<file path="src/rtl/exec_sequencer_pkg.sv">
// Shared types for the execute sequencer: datapath words, register addresses,
// ALU control, sequencer states and EXEC_LATENCY bounds.
package exec_sequencer_pkg;

  typedef logic [31:0]        Word;
  typedef logic [4:0]         RegAddress;
  typedef logic signed [11:0] Immediate;

  typedef enum logic [2:0] {
    ALU_ADD = 3'd0,
    ALU_SUB = 3'd1,
    ALU_AND = 3'd2,
    ALU_OR  = 3'd3,
    ALU_XOR = 3'd4
  } AluOp;

  typedef enum logic {
    ALU2_REG = 1'b0,
    ALU2_IMM = 1'b1
  } AluSrc2;

  typedef struct packed {
    AluOp   alu_op;
    AluSrc2 alu_src2;
    logic   is_ebreak;
  } InstructionControl;

  typedef enum logic [2:0] {
    IDLE  = 3'd0,
    READ  = 3'd1,
    EXEC  = 3'd2,
    WRITE = 3'd3,
    HALT  = 3'd4,
    ERROR = 3'd5
  } seq_state_e;

  localparam int unsigned EXEC_LATENCY_MIN = 1;
  localparam int unsigned EXEC_LATENCY_MAX = 15;
  localparam int unsigned WAIT_W           = 4;

  // Out-of-range latencies are pinned to the nearest legal bound.
  function automatic logic [WAIT_W-1:0] wait_load_value(input int unsigned latency);
    int unsigned lat;
    lat = latency;
    if (lat < EXEC_LATENCY_MIN) begin
      lat = EXEC_LATENCY_MIN;
    end else if (lat > EXEC_LATENCY_MAX) begin
      lat = EXEC_LATENCY_MAX;
    end else begin
      lat = latency;
    end
    return WAIT_W'(lat - 1);
  endfunction

endpackage

</file>
<file path="src/rtl/exec_sequencer_wait_counter.sv">
// seq_wait_counter: loadable down-counter; zero_o marks the final EXEC cycle.
module seq_wait_counter
  import exec_sequencer_pkg::*;
#(
  parameter int unsigned WIDTH = WAIT_W
) (
  input  logic             clk,
  input  logic             reset_n,
  input  logic             load_i,
  input  logic [WIDTH-1:0] load_val_i,
  input  logic             dec_i,
  output logic             zero_o
);

  logic [WIDTH-1:0] count_q;
  logic [WIDTH-1:0] count_d;

  // Next count: load wins over decrement, saturating at zero.
  always_comb begin
    count_d = count_q;
    if (load_i) begin
      count_d = load_val_i;
    end else if (dec_i && (count_q != {WIDTH{1'b0}})) begin
      count_d = count_q - WIDTH'(1);
    end else begin
      count_d = count_q;
    end
  end

  // Count register.
  always_ff @(posedge clk or negedge reset_n) begin
    if (!reset_n) begin
      count_q <= {WIDTH{1'b0}};
    end else begin
      count_q <= count_d;
    end
  end

  assign zero_o = (count_q == {WIDTH{1'b0}});

endmodule

</file>
<file path="src/rtl/exec_sequencer.sv">
// Multi-cycle instruction sequencer: IDLE -> READ -> EXEC(xN) -> WRITE, with
// terminal HALT/ERROR. Optional retired counter under EXEC_SEQUENCER_PERF_EN.
module exec_sequencer
  import exec_sequencer_pkg::*;
#(
  parameter int unsigned EXEC_LATENCY = 1
) (
  input  logic              clk,
  input  logic              reset_n,
  input  logic              in_valid,
  output logic              in_ready,
  input  InstructionControl in_control,
  input  RegAddress         in_dst,
  input  RegAddress         in_src1,
  input  RegAddress         in_src2,
  input  Immediate          in_imm,
  output RegAddress         rf_src1,
  output RegAddress         rf_src2,
  input  Word               rf_v1,
  input  Word               rf_v2,
  output RegAddress         rf_dst,
  output logic              rf_write_enable,
  output Word               rf_write_data,
  output AluOp              alu_op,
  output Word               alu_a,
  output Word               alu_b,
  input  Word               alu_result,
  input  logic              alu_error,
  output logic              halted,
  output logic              error
`ifdef EXEC_SEQUENCER_PERF_EN
  ,
  output logic [31:0]       retired
`endif
);

  localparam logic [WAIT_W-1:0] WAIT_LOAD = wait_load_value(EXEC_LATENCY);

  seq_state_e state_q, state_d;
  AluOp       op_q, op_d;
  AluSrc2     src2_sel_q, src2_sel_d;
  RegAddress  dst_q, dst_d;
  RegAddress  src1_q, src1_d;
  RegAddress  src2_q, src2_d;
  Immediate   imm_q, imm_d;
  Word        v1_q, v1_d;
  Word        v2_q, v2_d;
  Word        res_q, res_d;
  logic       wait_load;
  logic       wait_dec;
  logic       wait_zero;

  seq_wait_counter #(
    .WIDTH(WAIT_W)
  ) u_wait (
    .clk       (clk),
    .reset_n   (reset_n),
    .load_i    (wait_load),
    .load_val_i(WAIT_LOAD),
    .dec_i     (wait_dec),
    .zero_o    (wait_zero)
  );

  // Next-state and datapath capture logic.
  always_comb begin
    state_d    = state_q;
    op_d       = op_q;
    src2_sel_d = src2_sel_q;
    dst_d      = dst_q;
    src1_d     = src1_q;
    src2_d     = src2_q;
    imm_d      = imm_q;
    v1_d       = v1_q;
    v2_d       = v2_q;
    res_d      = res_q;
    wait_load  = 1'b0;
    wait_dec   = 1'b0;
    case (state_q)
      IDLE: begin
        if (in_valid) begin
          op_d       = in_control.alu_op;
          src2_sel_d = in_control.alu_src2;
          dst_d      = in_dst;
          src1_d     = in_src1;
          src2_d     = in_src2;
          imm_d      = in_imm;
          state_d    = in_control.is_ebreak ? HALT : READ;
        end else begin
          state_d = IDLE;
        end
      end
      READ: begin
        v1_d      = rf_v1;
        v2_d      = rf_v2;
        wait_load = 1'b1;
        state_d   = EXEC;
      end
      EXEC: begin
        if (wait_zero) begin
          res_d   = alu_result;
          state_d = alu_error ? ERROR : WRITE;
        end else begin
          wait_dec = 1'b1;
          state_d  = EXEC;
        end
      end
      WRITE:   state_d = IDLE;
      HALT:    state_d = HALT;
      ERROR:   state_d = ERROR;
      default: state_d = IDLE;
    endcase
  end

  // State and captured-instruction registers; reset discards any instruction in flight.
  always_ff @(posedge clk or negedge reset_n) begin
    if (!reset_n) begin
      state_q    <= IDLE;
      op_q       <= ALU_ADD;
      src2_sel_q <= ALU2_REG;
      dst_q      <= 5'd0;
      src1_q     <= 5'd0;
      src2_q     <= 5'd0;
      imm_q      <= 12'sd0;
      v1_q       <= 32'd0;
      v2_q       <= 32'd0;
      res_q      <= 32'd0;
    end else begin
      state_q    <= state_d;
      op_q       <= op_d;
      src2_sel_q <= src2_sel_d;
      dst_q      <= dst_d;
      src1_q     <= src1_d;
      src2_q     <= src2_d;
      imm_q      <= imm_d;
      v1_q       <= v1_d;
      v2_q       <= v2_d;
      res_q      <= res_d;
    end
  end

  // Output decode from registered state; in_ready is gated so it stays low while reset is held.
  always_comb begin
    in_ready        = 1'b0;
    rf_src1         = 5'd0;
    rf_src2         = 5'd0;
    rf_dst          = 5'd0;
    rf_write_enable = 1'b0;
    rf_write_data   = 32'd0;
    alu_op          = ALU_ADD;
    alu_a           = 32'd0;
    alu_b           = 32'd0;
    halted          = 1'b0;
    error           = 1'b0;
    case (state_q)
      IDLE: in_ready = reset_n;
      READ: begin
        rf_src1 = src1_q;
        rf_src2 = src2_q;
      end
      EXEC: begin
        alu_op = op_q;
        alu_a  = v1_q;
        alu_b  = (src2_sel_q == ALU2_IMM) ? Word'(imm_q) : v2_q;
      end
      WRITE: begin
        rf_dst          = dst_q;
        rf_write_data   = res_q;
        rf_write_enable = (dst_q != 5'd0);
      end
      HALT:    halted = 1'b1;
      ERROR:   error  = 1'b1;
      default: in_ready = 1'b0;
    endcase
  end

`ifdef EXEC_SEQUENCER_PERF_EN
  logic [31:0] retired_q;

  // Retired count: one per WRITE->IDLE edge, including writes to r0; wraps naturally.
  always_ff @(posedge clk or negedge reset_n) begin
    if (!reset_n) begin
      retired_q <= 32'd0;
    end else if (state_q == WRITE) begin
      retired_q <= retired_q + 32'd1;
    end else begin
      retired_q <= retired_q;
    end
  end

  assign retired = retired_q;
`endif

endmodule

</file>
<file path="config.mk">
export PLATFORM = sky130hd
export DESIGN_NAME = exec_sequencer
export DESIGN_NICKNAME = d
export VERILOG_FILES = /design/src/rtl/exec_sequencer_pkg.sv /design/src/rtl/exec_sequencer_wait_counter.sv /design/src/rtl/exec_sequencer.sv
export SDC_FILE = /design/constraint.sdc
export NUM_CORES = 1
export LEC_CHECK = 0
export CORE_UTILIZATION = 47
export DETAILED_ROUTE_END_ITERATION = 10
export HOLD_SLACK_MARGIN = 0.12
export PLACE_DENSITY = 0.95
export SLEW_MARGIN = 20
export SYNTH_ARGS = -nofsm -noshare
export SYNTH_HDL_FRONTEND = slang
export SYNTH_SLANG_ARGS = --single-unit
</file>
<file path="constraint.sdc">
create_clock -name clk -period 3.2 [get_ports clk]
set_input_delay 0.32 -clock clk [delete_from_list [all_inputs] [get_ports clk]]
set_output_delay 0.32 -clock clk [all_outputs]
set_load 0.03 [all_outputs]
</file>
# --- After elaboration in Yosys (flattened, before gate mapping) ---
# Index checks and enable logic that the tools add are counted.
# Widths: inputs -> output; s select.
totals:
  elab_cells: 47
  regBits: 134
  input_bits: 132
  output_inout_bits: 118
classes:
  mux: 22
  reduce_logical: 8
  n_addsub: 1
  n_eq_ne: 5
ops:
  columns: ["op", "n"]
  rows:
  - ["$mux 32", 4]
  - ["$mux 3", 5]
  - ["$mux 5", 3]
  - ["$pmux 3 s5", 1]
  - ["$mux 4", 2]
  - ["$mux 1", 7]
  - ["$eq 3x2->1 const B", 2]
  - ["$eq 3x3->1 const B", 2]
  - ["$reduce_bool 5->1", 1]
  - ["$logic_not 4->1", 1]
  - ["$reduce_and 2->1", 2]
  - ["$reduce_bool 4->1", 1]
  - ["$sub 4x1->4 const B", 1]
  - ["$eq 3x1->1 const B", 1]
  - ["$logic_not 3->1", 1]
  - ["$reduce_bool 2->1", 1]
  - ["$logic_and 1x1->1", 1]

# --- Depth between registers and ports, before layout ---
depth:
  ltp_word: 6
  mapped_depth: 6
  ltp_nobuf: 5

# --- Cells and area by module ---
# From an unflattened synthesis, not the netlist that was laid out.
unflattened:
  cells_unflattened: 492
  area_unflattened_um2: 6364.9
by_module_without_submodules:
  columns: ["mod", "seq_area_each_um2", "area_each_um2", "cells_each", "instances"]
  rows:
  - ["exec_sequencer", 3253.1, 6112.1, 465, 1]
  - ["seq_wait_counter", 100.1, 252.7, 27, 1]

# --- Least setup slack after synthesis ---
# Ideal clock, no wire load.
synth_timing:
  path_kind: "register to output"
  start: "register state_q[2]"
  end: "output alu_b[22]"
  stages_incl_launch_ff: 6
  slack_ns: 1.198
  arrival_ns: 1.682
  path_buffers: 3
  path_cell_list: "dfrtp_1 -> buf_6 -> or3b_1 -> buf_2 -> clkbuf_1 -> a21oi_1"
synth_between:
  elab_chain_cells: 2
synth_rtl:
  columns: ["element", "line", "source"]
  rows:
  - ["from (decl)", "exec_sequencer.sv:39", "seq_state_e state_q, state_d;"]
  - ["from (signal assigned)", "exec_sequencer.sv:128", "state_q <= state_d;"]
  - ["$eq 3x2->1", "exec_sequencer.sv:154", "case (state_q)"]
  - ["$mux 32", "exec_sequencer.sv:154", null]
  - ["to (decl)", "exec_sequencer.sv:26", "output Word alu_b,"]
# Every way passes these cells.

# --- Worst setup path in the final report ---
layout_timing:
  start: "register state_q[2]"
  end: "output alu_b[27]"
# Same word-level chain as after synthesis.

==> results.sh <==
export IMPL_outcome="completed"
export IMPL_synth_simple_area_share=0.1361
export IMPL_setup_violations=0
export IMPL_port_buffers=249
export IMPL_end_kind="output port"
export IMPL_dieHeight_um=116.2
export IMPL_power_leakage_nw=3.852
export IMPL_grt_overflow=0
export IMPL_grt_pass1_vias=4949
export IMPL_routedWlPerCell_um=17.70
export IMPL_path_buf_inv=1
export IMPL_slew_headroom=0.3232
export IMPL_fin_nets=862
export IMPL_fin_crit_sh=0.9448
export IMPL_critPathMaxStageDelay_ns=0.83
export IMPL_clockRootBuffer="clkbuf_16"
export IMPL_reg2reg_depth=4
export IMPL_grt_start_max_net_pins=82
export IMPL_drc=0
export IMPL_crit_family="simple AND/OR/NAND/NOR gates"
export IMPL_place_congestion=0.7272
export IMPL_via_per_inst=5.038
export IMPL_grtUsageTotal=0.2469
export IMPL_crit_path_cell_trace="or3b_2 -> a21oi_1 -> clkdlybuf4s50_1"
export IMPL_synth_compound_area_frac=0.02693
export IMPL_reg2reg_from="state_q[2]"
export IMPL_clk_pin_slew_worst_paths_ns=0.06
export IMPL_syn_area_um2=6132
export IMPL_hp_class="flip-flop to flip-flop"
export IMPL_dp_final_hpwl_um=11190
export IMPL_yosys_area_share_adder=0.004081
export IMPL_drt_wl_total_um=16160
export IMPL_antennaDiodeCount=0
export IMPL_io_pins=250
export IMPL_crit_fanout=33
export IMPL_startpoint_type="flip-flop"
export IMPL_syn_nets=616
export IMPL_timing_rr_end="u_wait.count_q[2]"
export IMPL_fmax_mhz=330.8
export IMPL_rsz0062_at_grt="no"
export IMPL_via_count=4600
export IMPL_fin_crit_ns=3.023
export IMPL_muxShareOfSynthArea=0.2544
export IMPL_cts_tree="built"
export IMPL_crit_slowest_cell="or3b_2"
export IMPL_synth_warnings=0
export IMPL_drtPass1Iterations=4
export IMPL_ys_seq_area_frac=0.5468
export IMPL_synth_distinct_cells=29
export IMPL_cts_sinks=134
export IMPL_initialDrtViolationCount=167
export IMPL_antenna_found_initial=0
export IMPL_finalHoldViolations=0
export IMPL_cp_required_ns=2.88
export IMPL_syn_to_final_growth_pct=52.62
export IMPL_path_class="flip-flop to output port"
export IMPL_cts_buffers=17
export IMPL_arrival_ns=2.70
export IMPL_die_w_um=116.2
export IMPL_vdd_drop_max_uv=401.6
export IMPL_power_density_nw_per_um2=695.0
export IMPL_core_area_um2=12670
export IMPL_fp_dieArea_um2=13510
export IMPL_placed_area_um2=8761
export IMPL_synth_xor_xnor_area_share=0
export IMPL_rows=41
export IMPL_grt_pass1_wl_um=24810
export IMPL_postLayoutCellArea_um2=9359
export IMPL_whs_path_depth=1
export IMPL_synth_area_per_cell_um2=12.72
export IMPL_postRouteAntennaNets=0
export IMPL_drv_slew=0
export IMPL_worstHoldStart="src1_q[4]"
export IMPL_initial_core_util=0.4840
export IMPL_clock_latency_ns=0.42
export IMPL_startpoint="state_q[2]"
export IMPL_drive_gt1_frac=0.2375
export IMPL_fin_setup_tns_ns=0
export IMPL_tightest_slew_ns=1.015
export IMPL_fin_skew_ns=0.005236
export IMPL_maxCapViolations=0
export IMPL_synth_cells=482
export IMPL_synth_top_family_by_area="multiplexers"
export IMPL_htreeDepth=4
export IMPL_min_to="src1_q[4]"
export IMPL_rrSetupSlack_ns=1.00
export IMPL_ys_seq_elements=134
export IMPL_clockBufferDepth=2
-- report_power, final --
part / internal [mW] / switching (mW)
Clock: 1.18 / 0.730
Sequential: 2.53 / 0.446
Combinational: 1.01 / 0.609
-- kinds of logic (layout without fill, tap and decap cells) --
| kind of cell | count (synthesis) | count (layout) |
|---|---|---|
| buffers and inverters | 38 | 297 |
| adder cells (fa/ha/maj) | 2 | 2 |
| AO/OA/AOI/OAI | 30 | 30 |
| flip-flops | 134 | 134 |
| multiplexers | 140 | 140 |
| AND/OR/NAND/NOR | 138 | 138 |
-- per-stage QoR --
step | util | hold WS (ns) | worst slack [ns] | std cells | power, mW
2_1_floorplan | - | 0.02441 | 1.198 | 482 | 4.031
3_3_place_gp | 0.6914 | 0.4778 | 0.6014 | 880 | 4.437
3_5_place_dp | 0.6914 | 0.4846 | 0.4563 | 880 | 4.606
4_1_cts | 0.7383 | 0.4906 | 0.1540 | 913 | 6.552
5_1_grt | 0.7386 | 0.5053 | 0.05156 | 913 | 6.867
6_report | 0.7386 | 0.4951 | 0.1766 | 913 | 6.505
-- worst max path at each step --
| stage | endpoint | depth (start not counted) |
|---|---|---|
| 6_report | alu_b[27] | 3 |
| 5_1_grt | alu_b[23] | 3 |
| 4_1_cts | alu_b[27] | 3 |
| 3_5_place_dp | alu_b[27] | 3 |
| 3_3_place_gp | alu_b[24] | 3 |
| 2_1_floorplan | alu_b[22] | 5 |
-- sequential cells by signal, summed over array words and instances (netlist names) --
name	flops
res_q	32
v1_q	32
v2_q	32
imm_q	12
dst_q	5
src1_q	5
src2_q	5
u_wait.count_q	4
op_q	3
state_q	3
src2_sel_q	1
-- per-layer routing --
metal	GRT usage	share of wire	up-vias
met5	0	0	-
met4	0.1051	0.021	0
met3	0.1100	0.11	28
met2	0.4209	0.49	217
met1	0.2658	0.39	2232
li1	-	-	2123
-- cell type report --
class | count | area, um^2
clock buffer | 19 | 452.9
clock inverter | 13 | 131.4
fill | 811 | 3312
inverter | 5 | 18.77
multi-input combinational | 310 | 2609
sequential | 134 | 3353
tap | 172 | 215.2
timing repair buffer | 260 | 2579
-- cell usage after synthesis, drive strengths merged --
| cell type | number | area share |
|---|---|---|
| ha | 2 | 0.0041 |
| dfrtp | 134 | 0.55 |
| buf | 17 | 0.019 |
| or4 | 2 | 0.0024 |
| a221o | 1 | 0.0016 |
| mux2 | 127 | 0.23 |
| a21oi | 23 | 0.019 |
| o41ai | 1 | 0.0014 |
| nor2 | 13 | 0.0080 |
| nand2b | 21 | 0.021 |
| nor4b | 1 | 0.0014 |
| clkbuf | 16 | 0.0098 |
| or3b | 2 | 0.0029 |
| and2 | 84 | 0.086 |
| nor2b | 3 | 0.0031 |
| nor3b | 4 | 0.0057 |
| nor3 | 2 | 0.0016 |
| o21ai | 2 | 0.0016 |
| a31oi | 1 | 0.0010 |
| o21a | 1 | 0.0012 |
| inv | 5 | 0.0031 |
| nand3 | 1 | 0.00082 |
| mux2i | 13 | 0.021 |
| nand2 | 5 | 0.0031 |
| a21o | 1 | 0.0012 |
-- cells in the final DEF (no fill, tap or decap), drive strengths merged --
cell type	count
clkdlybuf4s50	248
dfrtp	134
mux2	127
and2	84
a21oi	23
nand2b	21
clkbuf	19
mux2i	13
nor2	13
buf	11
clkinv	6
inv	5
nand2	5
clkinvlp	5
nor3b	4
nor2b	3
o21ai	2
or4	2
ha	2
bufinv	2
nor3	2
or3b	2
a21o	1
a31oi	1
a221o	1
o21a	1
nor4b	1
o41ai	1
nand3	1
dlygate4sd3	1
-- timing repair --
action,in CTS,in global routing
buffers inserted,0,0
resized for setup,1,0
setup endpoints to repair,3,0
hold buffers,1,0
endpoints found under the hold margin,53,0
Note: power is estimated with default switching activity, not from simulation.
